$ cat src/rtl/mem_stage.sv
// ---------------------------------------------------------------------------
// mem_stage
//   Pipeline MEM stage. It takes the EXE->MEM register outputs, performs loads
//   and stores against a single-port data memory over a req/ack handshake,
//   and registers the write-back result for WB. While an access is
//   outstanding it holds EXE through STALL_fMEM. The registered WB result is
//   also driven back to EXE as the MEM->EXE bypass.
//
// Ports
//   CLK, RESET                      clock (posedge), async active-high reset
//   Instr1_IN / Instr1_PC_IN        debug instruction / PC from EXE
//   ALU_result1_IN                  ALU result or effective address
//   WriteRegister1_IN               destination register
//   MemWriteData1_IN                store data
//   RegWrite1_IN, MemRead1_IN,
//   MemWrite1_IN                    control
//   ALU_Control1_IN                 load/store width and sign code
//   STALL_fMEM                      EXE must hold its outputs
//   dmem_req/we/addr/be/wdata       memory request side (be[3] = byte 0)
//   dmem_ack/rdata                  memory response side
//   Instr1_OUT .. RegWrite1_OUT     registered result to WB
//   Bypass*_MEMEXE                  copy of the registered WB result
//   align_err                       sticky misaligned-access flag
//   stall_cycles                    count of stalled cycles (wraps)
// ---------------------------------------------------------------------------
module mem_stage (
    input  logic        CLK,
    input  logic        RESET,
    input  logic [31:0] Instr1_IN,
    input  logic [31:0] Instr1_PC_IN,
    input  logic [31:0] ALU_result1_IN,
    input  logic [4:0]  WriteRegister1_IN,
    input  logic [31:0] MemWriteData1_IN,
    input  logic        RegWrite1_IN,
    input  logic        MemRead1_IN,
    input  logic        MemWrite1_IN,
    input  logic [5:0]  ALU_Control1_IN,
    output logic        STALL_fMEM,
    output logic        dmem_req,
    output logic        dmem_we,
    output logic [31:0] dmem_addr,
    output logic [3:0]  dmem_be,
    output logic [31:0] dmem_wdata,
    input  logic        dmem_ack,
    input  logic [31:0] dmem_rdata,
    output logic [31:0] Instr1_OUT,
    output logic [31:0] Instr1_PC_OUT,
    output logic [4:0]  WriteRegister1_OUT,
    output logic [31:0] WriteData1_OUT,
    output logic        RegWrite1_OUT,
    output logic [4:0]  BypassReg1_MEMEXE,
    output logic [31:0] BypassData1_MEMEXE,
    output logic        BypassValid1_MEMEXE,
    output logic        align_err,
    output logic [31:0] stall_cycles
);

    localparam logic [5:0] OP_LB  = 6'h20;
    localparam logic [5:0] OP_LH  = 6'h21;
    localparam logic [5:0] OP_LW  = 6'h23;
    localparam logic [5:0] OP_LBU = 6'h24;
    localparam logic [5:0] OP_LHU = 6'h25;
    localparam logic [5:0] OP_SB  = 6'h28;
    localparam logic [5:0] OP_SH  = 6'h29;
    localparam logic [5:0] OP_SW  = 6'h2B;

    typedef enum logic {S_IDLE, S_WAIT} state_t;

    state_t state, state_nxt;

    // ---------------- access decode ----------------
    logic is_byte, is_half, is_word, is_signed;
    logic memop, misalign, aligned_memop;

    always_comb begin
        is_byte   = 1'b0;
        is_half   = 1'b0;
        is_word   = 1'b0;
        is_signed = 1'b0;
        case (ALU_Control1_IN)
            OP_LB:         begin is_byte = 1'b1; is_signed = 1'b1; end
            OP_LBU, OP_SB: is_byte = 1'b1;
            OP_LH:         begin is_half = 1'b1; is_signed = 1'b1; end
            OP_LHU, OP_SH: is_half = 1'b1;
            OP_LW, OP_SW:  is_word = 1'b1;
            default:       ;
        endcase
    end

    assign memop         = MemRead1_IN | MemWrite1_IN;
    assign misalign      = memop & ((is_half & ALU_result1_IN[0]) |
                                    (is_word & (ALU_result1_IN[1:0] != 2'b00)));
    assign aligned_memop = memop & ~misalign;

    // ---------------- request formation (from live inputs) ----------------
    logic [3:0]  be_c;
    logic [31:0] wdata_c;

    always_comb begin
        be_c    = 4'b0000;
        wdata_c = MemWriteData1_IN;
        if (is_byte) begin
            wdata_c = {4{MemWriteData1_IN[7:0]}};
        end else if (is_half) begin
            wdata_c = {2{MemWriteData1_IN[15:0]}};
        end
        if (MemWrite1_IN) begin
            if (is_byte)
                be_c = 4'b1000 >> ALU_result1_IN[1:0];
            else if (is_half)
                be_c = ALU_result1_IN[1] ? 4'b0011 : 4'b1100;
            else
                be_c = 4'b1111;
        end
    end

    // Request fields captured on entry to WAIT so the bus stays frozen even
    // if the upstream hold were ever imperfect.
    logic        hold_we;
    logic [31:0] hold_addr;
    logic [3:0]  hold_be;
    logic [31:0] hold_wdata;

    // Reset gates the combinational request so an access in flight is
    // dropped the moment RESET rises, not at the next edge.
    assign dmem_req   = ~RESET & ((state == S_WAIT) | aligned_memop);
    assign STALL_fMEM = dmem_req & ~dmem_ack;

    always_comb begin
        dmem_we    = 1'b0;
        dmem_addr  = 32'h0;
        dmem_be    = 4'b0000;
        dmem_wdata = 32'h0;
        if (dmem_req) begin
            if (state == S_WAIT) begin
                dmem_we    = hold_we;
                dmem_addr  = hold_addr;
                dmem_be    = hold_be;
                dmem_wdata = hold_wdata;
            end else begin
                dmem_we    = MemWrite1_IN;
                dmem_addr  = {ALU_result1_IN[31:2], 2'b00};
                dmem_be    = be_c;
                dmem_wdata = wdata_c;
            end
        end
    end

    // ---------------- FSM ----------------
    always_comb begin
        state_nxt = state;
        case (state)
            S_IDLE:  if (aligned_memop && !dmem_ack) state_nxt = S_WAIT;
            S_WAIT:  if (dmem_ack)                   state_nxt = S_IDLE;
            default: state_nxt = S_IDLE;
        endcase
    end

    always_ff @(posedge CLK or posedge RESET) begin
        if (RESET) begin
            state      <= S_IDLE;
            hold_we    <= 1'b0;
            hold_addr  <= 32'h0;
            hold_be    <= 4'b0000;
            hold_wdata <= 32'h0;
        end else begin
            state <= state_nxt;
            if (state == S_IDLE && state_nxt == S_WAIT) begin
                hold_we    <= MemWrite1_IN;
                hold_addr  <= {ALU_result1_IN[31:2], 2'b00};
                hold_be    <= be_c;
                hold_wdata <= wdata_c;
            end
        end
    end

    // ---------------- load alignment (big-endian lanes) ----------------
    logic [7:0]  ld_byte;
    logic [15:0] ld_half;
    logic [31:0] load_data;

    always_comb begin
        case (ALU_result1_IN[1:0])
            2'd0:    ld_byte = dmem_rdata[31:24];
            2'd1:    ld_byte = dmem_rdata[23:16];
            2'd2:    ld_byte = dmem_rdata[15:8];
            default: ld_byte = dmem_rdata[7:0];
        endcase
        ld_half   = ALU_result1_IN[1] ? dmem_rdata[15:0] : dmem_rdata[31:16];
        load_data = dmem_rdata;
        if (is_byte)
            load_data = {{24{is_signed & ld_byte[7]}}, ld_byte};
        else if (is_half)
            load_data = {{16{is_signed & ld_half[15]}}, ld_half};
    end

    // ---------------- MEM/WB register ----------------
    always_ff @(posedge CLK or posedge RESET) begin
        if (RESET) begin
            Instr1_OUT         <= 32'h0;
            Instr1_PC_OUT      <= 32'h0;
            WriteRegister1_OUT <= 5'd0;
            WriteData1_OUT     <= 32'h0;
            RegWrite1_OUT      <= 1'b0;
        end else if (STALL_fMEM) begin
            // Stalled edge: full bubble so WB and the bypass see nothing.
            Instr1_OUT         <= 32'h0;
            Instr1_PC_OUT      <= 32'h0;
            WriteRegister1_OUT <= 5'd0;
            WriteData1_OUT     <= 32'h0;
            RegWrite1_OUT      <= 1'b0;
        end else if (misalign) begin
            // Dropped access: keep debug trace, suppress the write-back.
            Instr1_OUT         <= Instr1_IN;
            Instr1_PC_OUT      <= Instr1_PC_IN;
            WriteRegister1_OUT <= WriteRegister1_IN;
            WriteData1_OUT     <= ALU_result1_IN;
            RegWrite1_OUT      <= 1'b0;
        end else begin
            Instr1_OUT         <= Instr1_IN;
            Instr1_PC_OUT      <= Instr1_PC_IN;
            WriteRegister1_OUT <= WriteRegister1_IN;
            WriteData1_OUT     <= MemRead1_IN ? load_data : ALU_result1_IN;
            RegWrite1_OUT      <= RegWrite1_IN;
        end
    end

    always_ff @(posedge CLK or posedge RESET) begin
        if (RESET) begin
            align_err    <= 1'b0;
            stall_cycles <= 32'h0;
        end else begin
            if (misalign)
                align_err <= 1'b1;
            if (STALL_fMEM)
                stall_cycles <= stall_cycles + 32'd1;
        end
    end

    assign BypassReg1_MEMEXE   = WriteRegister1_OUT;
    assign BypassData1_MEMEXE  = WriteData1_OUT;
    assign BypassValid1_MEMEXE = RegWrite1_OUT;

endmodule
$ cat config.mk
export PLATFORM = sky130hd
export DESIGN_NAME = mem_stage
export DESIGN_NICKNAME = d
export VERILOG_FILES = /design/src/rtl/mem_stage.sv
export SDC_FILE = /design/constraint.sdc
export NUM_CORES = 1
export LEC_CHECK = 0
export ABC_CLOCK_PERIOD_IN_PS = 17800
export BUFFER_PORTS_ARGS = -buffer_cell sky130_fd_sc_hd__buf_2
export CAP_MARGIN = 40
export CORE_MARGIN = 2
export CORE_UTILIZATION = 30
export CTS_CLUSTER_DIAMETER = 80
export DETAILED_ROUTE_END_ITERATION = 7
export GPL_TIMING_DRIVEN = 1
export PLACE_DENSITY = 0.59
export SLEW_MARGIN = 20
export SYNTH_ARGS = -nofsm -noshare
export SYNTH_HDL_FRONTEND = slang
export SYNTH_SLANG_ARGS = --single-unit
$ cat constraint.sdc
create_clock -name CLK -period 17.8 [get_ports CLK]
set_input_delay 3.56 -clock CLK [delete_from_list [all_inputs] [get_ports CLK]]
set_output_delay 3.56 -clock CLK [all_outputs]
set_load 0.02 [all_outputs]
---- Yosys cells after proc, flatten, opt, wreduce, memory -nomap -nowiden ----
Cells that the tools add are included.
word-level totals
  memory bits (read-only) ................. 0
  register bits ........................... 203
  input port bits ......................... 177
  memory bits (writable) .................. 0
  logic and storage cells ................. 81
  memories kept ........................... 0
  latch bits .............................. 0
  output and inout port bits .............. 244
operators by class
  div/mod/pow operators ................... 0
  multipliers ............................. 0
  $add $sub $neg .......................... 1
  reduce and logical (&&, ||, !) cells .... 9
  bitwise operators ....................... 15
  shifts and indexed selects .............. 1
  order comparisons ....................... 0
  eq/ne operators ......................... 10
  multiplexer cells ....................... 33
operators by type and width
  kind                                                                    count
  32-bit two-way mux                                                      13
  6-bit equality test (second input constant)                             8
  32-bit by 1-bit adder with 32-bit output (second input constant)        1
  4-bit two-way mux                                                       6
  8-bit case mux with 3 select lines                                      1
  16-bit two-way mux                                                      1
  1-bit two-way mux                                                       10
  1-bit bitwise AND                                                       8
  3-bit OR reduction                                                      2
  5-bit two-way mux                                                       1
  1-bit inverter                                                          4
  2-bit OR reduction                                                      2
  4-bit by 2-bit right shift with 4-bit output (first input constant)     1
  1-bit OR                                                                3
  2-bit by 1-bit equality test with 1-bit output (second input constant)  1
  2-bit equality test (second input constant)                             1
  1-bit logical AND                                                       2
  2-bit logical NOT                                                       1
  1-bit case mux with 2 select lines                                      1
  2-bit nonzero test                                                      1
  1-bit logical NOT                                                       1

---- Logic depth before layout (Yosys ltp) ----
Gate-level depths: netlist of the first run.
  depth after elaboration ................. 12
  gate-level depth with buffers ........... 8

---- Worst setup path after synthesis of the first run ----
No wires, ideal clock.
  kind .................................... input -> output
  start point ............................. in RESET
  end point ............................... out dmem_wdata[10]
  data required time ...................... 14240 ps
  slack ................................... 5131 ps
  path buffers ............................ 1
  arrival ................................. 9109 ps
  stages on the path ...................... 4
  path through ............................ inv_1 -> o21ai_2 -> buf_2 -> a211oi_1
on the way
  longest elaborated chain between the ends .. 3
ends and longest elaborated chain
  what                RTL line  RTL
  start: declaration  28        input logic RESET,
  1-bit inverter      126       assign dmem_req = ~RESET & ((state == S_WAIT) | aligned_memop);
  1-bit bitwise AND   126
  32-bit two-way mux  134       if (dmem_req) begin
  end: declaration    43        output logic [31:0] dmem_wdata,
Every way passes these cells.

---- Worst setup path in the final report of the first run ----
  start point ............................. in ALU_Control1_IN[0]
  end point ............................... out STALL_fMEM
on the way
  longest elaborated chain between the ends .. 11
  elaborated cells between the ends (all ways) .. 18
  those cells by class .................... eq/ne: 5; mux: 2; bitwise: 9; reduce/logical: 2
ends and longest elaborated chain
  what                                                                       RTL line  RTL
  start: declaration                                                         37        input logic [5:0] ALU_Control1_IN,
  6-bit equality test                                                        80        case (ALU_Control1_IN)
  3-bit OR reduction (no source line) or 2-bit OR reduction (tied branches)  n/a
  1-bit two-way mux                                                          80
  1-bit bitwise AND, on equally long branches                                91, 92
  1-bit OR (*)                                                               91        assign misalign = memop & ((is_half & ALU_result1_IN[0]) |
  1-bit bitwise AND (*)                                                      91
  1-bit inverter (*)                                                         93        assign aligned_memop = memop & ~misalign;
  1-bit bitwise AND (*)                                                      93
  1-bit OR (*)                                                               126
  1-bit bitwise AND (*)                                                      126
  1-bit bitwise AND (*)                                                      127       assign STALL_fMEM = dmem_req & ~dmem_ack;
  end: declaration                                                           38        output logic STALL_fMEM,
Every way passes the cells marked *; elsewhere a longest branch is shown, timed or not.

==> impl_metrics.prom, run 1 <==
# TYPE chip_impl_metric gauge
chip_impl_metric{name="cts_buffers",unit=""} 25
chip_impl_metric{name="maxSlewHeadroom",unit="%"} 44.98
chip_impl_metric{name="timing.final.hold_violations",unit=""} 0
chip_impl_metric{name="yosysTopAreaCellShare",unit="%"} 51.89
chip_impl_info{name="clock-root-buffer",value="clkbuf_16"} 1
chip_impl_metric{name="multi_input_logic_area",unit="um2"} 4111
chip_impl_info{name="worstPathCellList",value="buf_2 > nand3b_1 > o221a_2 > o21ai_4 > buf_4 > inv_2 > buf_2"} 1
chip_impl_metric{name="min_period",unit="ps"} 9800
chip_impl_info{name="busiest_layer",value="met2"} 1
chip_impl_info{name="cp_slowest_cell",value="buf_4"} 1
chip_impl_info{name="synth.largest_area_cell",value="dfrtp_1"} 1
chip_impl_metric{name="synth_sequential_area_ratio",unit="%"} 51.89
chip_impl_metric{name="initial_utilization",unit="%"} 30.24
chip_impl_metric{name="drv_slew",unit=""} 0
chip_impl_info{name="worstHoldPathType",value="reg -> reg"} 1
chip_impl_metric{name="synth_simple_gate_area_share",unit="%"} 16.42
chip_impl_metric{name="first_iter_violations",unit=""} 412
chip_impl_metric{name="post_cts_resize_count",unit=""} 0
chip_impl_metric{name="drc",unit=""} 0
chip_impl_metric{name="crit_required",unit="ps"} 14240
chip_impl_metric{name="synth_area_per_cell",unit="um2"} 10.36
chip_impl_metric{name="ys_ff_latch",unit=""} 203
chip_impl_metric{name="grt_pass1_wl",unit="um"} 46950
chip_impl_metric{name="synth_warnings",unit=""} 0
chip_impl_metric{name="via_count_of_the_first_global_routing_pass",unit=""} 8050
chip_impl_info{name="setup.worst_path.end_class",value="output pin"} 1
chip_impl_metric{name="placed_cell_areas",unit="um2"} 12070
chip_impl_metric{name="pin_count",unit=""} 421
chip_impl_metric{name="max-vdd-ir-drop",unit="V"} 0.00006166
chip_impl_metric{name="drtPass1Iterations",unit=""} 5
chip_impl_info{name="outcome",value="completed"} 1
chip_impl_metric{name="crit_path_dat",unit="ps"} 6240
chip_impl_metric{name="synth_edf_count",unit=""} 0
chip_impl_metric{name="timing.max_cap.violations",unit=""} 0
chip_impl_info{name="cp-start-kind",value="input pin"} 1
chip_impl_metric{name="global_route.usage.met3",unit="%"} 3.912
chip_impl_metric{name="clk_pin_slew_worst_paths",unit="ps"} 60
chip_impl_metric{name="portBuffers",unit=""} 418
chip_impl_metric{name="cts_hold_repair.buffers",unit=""} 0
chip_impl_metric{name="num-nets-final",unit=""} 1481
chip_impl_metric{name="final_weighted_congestion_in_routability_driven_placement",unit=""} 0.8043
chip_impl_info{name="worstSetupPathType",value="in -> out"} 1
chip_impl_metric{name="fin_tns_setup",unit="ps"} 0
chip_impl_metric{name="postLayoutSetupSlackWorst",unit="ps"} 8001
chip_impl_metric{name="h-tree-depth",unit=""} 1
chip_impl_metric{name="layout_worst_path_cycle_share",unit="%"} 55.05
chip_impl_metric{name="grt_overflow_total",unit=""} 0
chip_impl_metric{name="detail_route.wl_per_cell",unit="um"} 17.84
chip_impl_metric{name="vias",unit=""} 8246
chip_impl_metric{name="hpwlAfterDp",unit="um"} 23420
chip_impl_metric{name="post_route_cells_drive_above_1_share",unit="%"} 39.94
chip_impl_metric{name="setup_violations",unit=""} 0
chip_impl_metric{name="grt_use_met2",unit="%"} 30.84
chip_impl_metric{name="die-area",unit="um2"} 34090
chip_impl_info{name="path_common_cell",value="buf_2"} 1
chip_impl_metric{name="ys_types",unit=""} 52
chip_impl_metric{name="yosys-mux-area-fraction",unit="%"} 11.85
chip_impl_info{name="top_post_synthesis_cells_by_area",value="dfrtp_1 52%, mux2i_1 6.4%, mux2_2 4.7%, and2_1 4.6%, nand2_1 3.8%"} 1
chip_impl_metric{name="cell_row_count",unit=""} 66
chip_impl_metric{name="achievable-frequency",unit="GHz"} 0.1020
chip_impl_metric{name="number_of_antenna_violations_at_the_first_check_in_global_routing",unit=""} 3
chip_impl_info{name="yosys_most_used_dff",value="dfrtp_1"} 1
chip_impl_metric{name="worst_slew_pin_slew",unit="ps"} 825.3
chip_impl_metric{name="finalClockSkew",unit="ps"} 8.749
chip_impl_metric{name="globalRouteMet1Util",unit="%"} 22.29
chip_impl_info{name="combinational_family_with_the_most_area_after_synthesis",value="simple AND/OR/NAND/NOR gates"} 1
chip_impl_metric{name="compound_gate_fraction_of_synth_area",unit="%"} 10.42
chip_impl_info{name="cp_top_family",value="buffers and inverters"} 1
chip_impl_metric{name="die_width",unit="um"} 184.6
chip_impl_metric{name="critical_path.max_fanout",unit=""} 87
chip_impl_metric{name="avgViaCountPerCell",unit=""} 4.669
chip_impl_metric{name="report.power.total",unit="mW"} 1.328
chip_impl_metric{name="place_ws",unit="ps"} 7937
chip_impl_metric{name="cts_sinks",unit=""} 203
chip_impl_metric{name="fillCellCount",unit=""} 3286
chip_impl_metric{name="power.leakage",unit="nW"} 6.507
chip_impl_metric{name="worstSkewPairLatency",unit="ps"} 540
chip_impl_metric{name="synth_adder_area_share",unit="%"} 0.1278
chip_impl_info{name="tritoncts",value="done"} 1
chip_impl_metric{name="gr-usage-all-layers",unit="%"} 17.75
chip_impl_metric{name="coreArea",unit="um2"} 32370
chip_impl_metric{name="synth_cells",unit=""} 945
chip_impl_info{name="rsz_0062_raised_after_global_routing",value="false"} 1
chip_impl_metric{name="syn_to_final_growth",unit="%"} 31.45
chip_impl_metric{name="grt_max_degree",unit=""} 92
chip_impl_metric{name="post_cts_buffers",unit=""} 0
chip_impl_metric{name="power.density",unit="nW/um2"} 103.2
chip_impl_metric{name="sequential_cell_area",unit="um2"} 5084
chip_impl_metric{name="die_height",unit="um"} 184.6
chip_impl_metric{name="timing.critical_path.buf_inv",unit=""} 4
chip_impl_metric{name="synth_xor_xnor_area_share",unit="%"} 2.774
chip_impl_metric{name="synth_cell_area",unit="um2"} 9789
chip_impl_metric{name="ant_nets",unit=""} 0
chip_impl_metric{name="slowest_delay",unit="ps"} 590
chip_impl_metric{name="design_area",unit="um2"} 12870
chip_impl_metric{name="ctsLongestPathBuffers",unit=""} 3
chip_impl_metric{name="synth_async_sr_flop_share",unit="%"} 100.0
chip_impl_metric{name="postRouteWirelength",unit="um"} 31510
state kept, by name, indices dropped and copies added, names as in the netlist:
signal               cells
BypassData1_MEMEXE      32
BypassReg1_MEMEXE        5
BypassValid1_MEMEXE      1
Instr1_OUT              32
Instr1_PC_OUT           32
align_err                1
hold_addr               30
hold_be                  4
hold_wdata              32
hold_we                  1
stall_cycles            32
state                    1
power breakdown:
part           internal, mW  total (mW)  switching [mW]
clock                 0.288       0.497           0.208
sequential            0.517       0.548          0.0306
combinational         0.109       0.283           0.175
total                 0.914        1.33           0.414
per-layer routing:
metal / wire length, um / vias up
met4: 629 / 2
met5: 16 / -
li1: - / 3939
met1: 13060 / 3963
met3: 2267 / 46
met2: 15540 / 296
path summary, 6_finish.rpt:
path,to,slack (ps),from,depth (start not counted)
max in group asynchronous,BypassData1_MEMEXE[27]$_DFF_PP0_,13570,RESET,3
min reg2reg,stall_cycles[31]$_DFFE_PP0P_,460,stall_cycles[31]$_DFFE_PP0P_,1
max,STALL_fMEM,8000,ALU_Control1_IN[0],7
min in group asynchronous,state$_DFF_PP0_,3100,RESET,2
max reg2reg,BypassData1_MEMEXE[0]$_DFF_PP0_,14780,state$_DFF_PP0_,7
min,stall_cycles[31]$_DFFE_PP0P_,460,stall_cycles[31]$_DFFE_PP0P_,1
per-stage QoR:
step | cells | util, % | hold slack, ps
after floorplan | 946 | - | 449.7
after global placement | 1713 | 36.89 | 446.8
after detailed placement | 1718 | 37.28 | 453.5
after CTS | 1764 | 39.74 | 464.3
after global routing | 1765 | 39.75 | 494.0
final | 1766 | 39.75 | 464.7
area by class of cell:
cell class	instances	share of cell area (%)
Multi-Input combinational cell	631	31.95
Antenna cell	2	0.03889
Timing Repair Buffer	431	17.64
Clock buffer	35	5.386
Tap cell	442	4.298
Sequential cell	203	39.50
Clock inverter	11	0.8070
Inverter	11	0.3792
cells in the final DEF, fill, tap and decap left out, types with 8 or more instances in the layout:
master and instances:
clkbuf_16 25, dfrtp_1 202, nor3_1 10, and2_1 72, a211oi_1 8, buf_4 9
buf_2 418, nand3_1 16, mux2i_1 63, nor2_1 75, o221ai_1 13, xor2_1 16
o21ai_0 55, o211a_1 8, xnor2_1 15, nand4_1 12, nor4_1 11, o21a_1 11
mux2_2 41, nand2_1 99, a21oi_1 48, nor2b_1 8
cells in the mapped netlist (3+ instances only):
cell         n
a211oi_1     8
a21oi_1     48
and2_1      72
and3_1       7
and4_1       3
buf_1        4
buf_2       12
buf_4       43
buf_6        4
clkbuf_1    32
clkbuf_2     6
dfrtp_1    203
inv_1        7
mux2_2      41
mux2i_1     63
mux4_2       3
nand2_1     99
nand2b_1     3
nand3_1     16
nand4_1     12
nor2_1      76
nor2b_1      8
nor3_1      11
nor4_1      11
nor4b_1      3
o211a_1      8
o21a_1      11
o21ai_0     55
o221ai_1    14
o2bb2ai_1    6
xnor2_1     15
xor2_1      16
worst register-to-register path, delay by kind of cell, from the launching register on:
kind / cells / cell delay (ps)
and+or+nand+nor: 1 / 520
AOI/OAI and AO/OA: 2 / 380
buffers and inverters: 4 / 1580
DFF: 1 / 460
cell families (layout without fill, tap and decap cells):
logic type,count (synthesis),after routing
compound gates,162,162
buf+inv,112,488
mux,107,107
simple gates,328,328
other cells,1,4
xor+xnor,31,31
fa+ha+maj,1,1
flops,203,203
(Power assumes the default switching activity.)
==> inputs of run 2 (changes only) <==
--- a/config.mk
+++ b/config.mk
@@ -5,7 +5,7 @@
 export SDC_FILE = /design/constraint.sdc
 export NUM_CORES = 1
 export LEC_CHECK = 0
-export ABC_CLOCK_PERIOD_IN_PS = 17800
+export ABC_CLOCK_PERIOD_IN_PS = 8050
 export BUFFER_PORTS_ARGS = -buffer_cell sky130_fd_sc_hd__buf_2
 export CAP_MARGIN = 40
 export CORE_MARGIN = 2
@@ -13,7 +13,7 @@
 export CTS_CLUSTER_DIAMETER = 80
 export DETAILED_ROUTE_END_ITERATION = 7
 export GPL_TIMING_DRIVEN = 1
-export PLACE_DENSITY = 0.59
+export PLACE_DENSITY = 0.61
 export SLEW_MARGIN = 20
 export SYNTH_ARGS = -nofsm -noshare
 export SYNTH_HDL_FRONTEND = slang
==> constraint.sdc (replaced) <==
create_clock -name CLK -period 8.05 [get_ports CLK]
set_input_delay 1.61 -clock CLK [delete_from_list [all_inputs] [get_ports CLK]]
set_output_delay 1.61 -clock CLK [all_outputs]
set_load 0.02 [all_outputs]
==> impl_metrics.prom, run 2 (same netlist as run 1, synthesis figures left out) <==
# TYPE chip_impl_metric gauge
chip_impl_metric{name="drv_slew",unit=""} 0
chip_impl_metric{name="portBuffers",unit=""} 418
chip_impl_metric{name="via_count_of_the_first_global_routing_pass",unit=""} 8173
chip_impl_info{name="setup.worst_path.end_class",value="output pin"} 1
chip_impl_metric{name="achievable-frequency",unit="GHz"} 0.1796
chip_impl_info{name="cp-start-kind",value="input pin"} 1
chip_impl_metric{name="num-nets-final",unit=""} 1484
chip_impl_metric{name="post_cts_buffers",unit=""} 0
chip_impl_metric{name="min_period",unit="ps"} 5568
chip_impl_metric{name="initial_utilization",unit="%"} 30.24
chip_impl_metric{name="fin_tns_setup",unit="ps"} 0
chip_impl_info{name="maxUsedRoutingLayer",value="met4"} 1
chip_impl_metric{name="detailroute.wirelength.met2",unit="um"} 15910
chip_impl_metric{name="report.power.total",unit="mW"} 2.956
chip_impl_info{name="rsz_0062_raised_after_global_routing",value="false"} 1
chip_impl_metric{name="detail_route.wl_per_cell",unit="um"} 18.21
chip_impl_metric{name="wirelength_met1",unit="um"} 13590
chip_impl_metric{name="crit_required",unit="ps"} 6440
chip_impl_info{name="outcome",value="completed"} 1
chip_impl_metric{name="first_iter_violations",unit=""} 481
chip_impl_metric{name="fillCellCount",unit=""} 3300
chip_impl_info{name="worstHoldPathType",value="reg -> reg"} 1
chip_impl_metric{name="gr-usage-all-layers",unit="%"} 18.14
chip_impl_metric{name="critical_path.max_fanout",unit=""} 24
chip_impl_metric{name="power.leakage",unit="nW"} 6.531
chip_impl_metric{name="vias",unit=""} 8331
chip_impl_metric{name="grt_max_degree",unit=""} 87
chip_impl_metric{name="hpwlAfterDp",unit="um"} 23980
chip_impl_metric{name="h-tree-depth",unit=""} 1
chip_impl_metric{name="pin_count",unit=""} 421
chip_impl_info{name="path_common_cell",value="buf_2"} 1
chip_impl_metric{name="dpl_cells",unit=""} 1720
chip_impl_metric{name="timing.final.hold_violations",unit=""} 0
chip_impl_metric{name="power.density",unit="nW/um2"} 228.5
chip_impl_metric{name="clk_pin_slew_worst_paths",unit="ps"} 60
chip_impl_metric{name="die_height",unit="um"} 184.6
chip_impl_metric{name="number_of_antenna_violations_at_the_first_check_in_global_routing",unit=""} 4
chip_impl_metric{name="die_width",unit="um"} 184.6
chip_impl_metric{name="finalClockSkew",unit="ps"} 6.739
chip_impl_metric{name="drtPass1Iterations",unit=""} 7
chip_impl_metric{name="drc",unit=""} 0
chip_impl_metric{name="min_path_cells",unit=""} 1
chip_impl_metric{name="post_cts_resize_count",unit=""} 0
chip_impl_metric{name="dr_wl_met3",unit="um"} 1897
chip_impl_info{name="worstSetupPathType",value="in -> out"} 1
chip_impl_metric{name="number_of_cells_in_the_finished_layout_apart_from_fillers",unit=""} 1768
chip_impl_metric{name="cts_sinks",unit=""} 203
chip_impl_metric{name="avgViaCountPerCell",unit=""} 4.712
chip_impl_metric{name="ctsLongestPathBuffers",unit=""} 3
chip_impl_metric{name="setup_violations",unit=""} 0
chip_impl_info{name="cp_slowest_cell",value="o21ai_4"} 1
chip_impl_info{name="worstPathCellList",value="buf_2 > nand3b_1 > o221a_2 > o21ai_4 > buf_16 > inv_2 > o211a_1 > buf_2"} 1
chip_impl_metric{name="postLayoutSetupSlackWorst",unit="ps"} 2482
chip_impl_metric{name="postRouteWirelength",unit="um"} 32200
chip_impl_metric{name="syn_to_final_growth",unit="%"} 32.12
chip_impl_metric{name="crit_path_dat",unit="ps"} 3960
chip_impl_metric{name="cts_hold_repair.buffers",unit=""} 0
chip_impl_metric{name="ant_nets",unit=""} 0
chip_impl_metric{name="grt_overflow_total",unit=""} 0
chip_impl_metric{name="timing.max_cap.violations",unit=""} 0
chip_impl_info{name="cp_top_family",value="compound AO/OA/AOI/OAI gates"} 1
chip_impl_info{name="most-common-layout-cells",value="418 x buf_2, 202 x dfrtp_1, 99 x nand2_1"} 1
chip_impl_metric{name="max-vdd-ir-drop",unit="V"} 0.0001625
chip_impl_metric{name="layout_worst_path_cycle_share",unit="%"} 69.17
chip_impl_metric{name="coreArea",unit="um2"} 32370
chip_impl_info{name="final_common_cell",value="buf_2"} 1
chip_impl_metric{name="maxSlewHeadroom",unit="%"} 49.21
chip_impl_metric{name="die-area",unit="um2"} 34090
chip_impl_metric{name="final_weighted_congestion_in_routability_driven_placement",unit=""} 0.7963
chip_impl_metric{name="timing.critical_path.buf_inv",unit=""} 4
chip_impl_metric{name="cell_row_count",unit=""} 66
chip_impl_metric{name="worst_slew_pin_slew",unit="ps"} 761.8
chip_impl_metric{name="post_route_cells_drive_above_1_share",unit="%"} 39.98
chip_impl_metric{name="place_ws",unit="ps"} 2459
chip_impl_info{name="tritoncts",value="done"} 1
chip_impl_info{name="clock-root-buffer",value="clkbuf_16"} 1
chip_impl_metric{name="worst-path-stages",unit=""} 8
chip_impl_metric{name="slowest_delay",unit="ps"} 550
chip_impl_metric{name="worstSkewPairLatency",unit="ps"} 520
chip_impl_metric{name="grt_pass1_wl",unit="um"} 47900
chip_impl_metric{name="r2r.worst_path.cells",unit=""} 4
chip_impl_metric{name="cts_buffers",unit=""} 25
chip_impl_metric{name="post-route-util",unit="%"} 39.95
## run 2: changes by cell type in the layout (fill, tap and decap cells not counted), sizes merged
cell	previous run	this run
clkbuf	35	36
buf	431	434
diode	2	3
bufinv	1	2
clkinv	8	6
inv	11	9
## run 2: area by class of cell
class | instances | area [um2] | share of cell area (%)
multi-input cells | 631 | 4105 | 31.74
clock inverters | 8 | 100.1 | 0.7739
inverters | 11 | 45.04 | 0.3483
diodes | 3 | 7.507 | 0.05804
clock buffers | 36 | 706.9 | 5.466
repair buffers | 434 | 2332 | 18.03
well taps | 442 | 553.0 | 4.276
flip-flops and latches | 203 | 5084 | 39.31
## run 2: worst paths after layout
path                            slack [ps]                      endpoint                          from
worst max-delay path                  2480                dmem_wdata[16]            ALU_Control1_IN[0]
worst min-delay path                   460  stall_cycles[31]$_DFFE_PP0P_  stall_cycles[31]$_DFFE_PP0P_
worst min register to register         460  stall_cycles[31]$_DFFE_PP0P_  stall_cycles[31]$_DFFE_PP0P_
max in group asynchronous             5790      Instr1_OUT[26]$_DFF_PP0_                         RESET
min in group asynchronous             1040           hold_we$_DFFE_PP0P_                         RESET
worst max register to register        5490  stall_cycles[22]$_DFFE_PP0P_               state$_DFF_PP0_
## run 2: layer usage
metal  GRT usage [%]  vias to the layer above
li1                -                     3933
met5               0                        -
met2           31.49                      310
met1           23.38                     4041
met3           2.964                       47
met4           4.921                        0
## run 2: power by group
part	leakage, nW	switching [mW]	internal, mW
logic	3.63	0.385	0.243
clock network	0.394	0.439	0.672
registers	2.50	0.0722	1.14
## run 2: through the flow
stage | hold WS (ps) | cell area, um2
3_3_place_gp | 447.8 | 11940
3_5_place_dp | 455.1 | 12090
6_report | 463.3 | 12930
4_1_cts | 465.5 | 12900
2_1_floorplan | 449.7 | 9797
5_1_grt | 486.4 | 12930
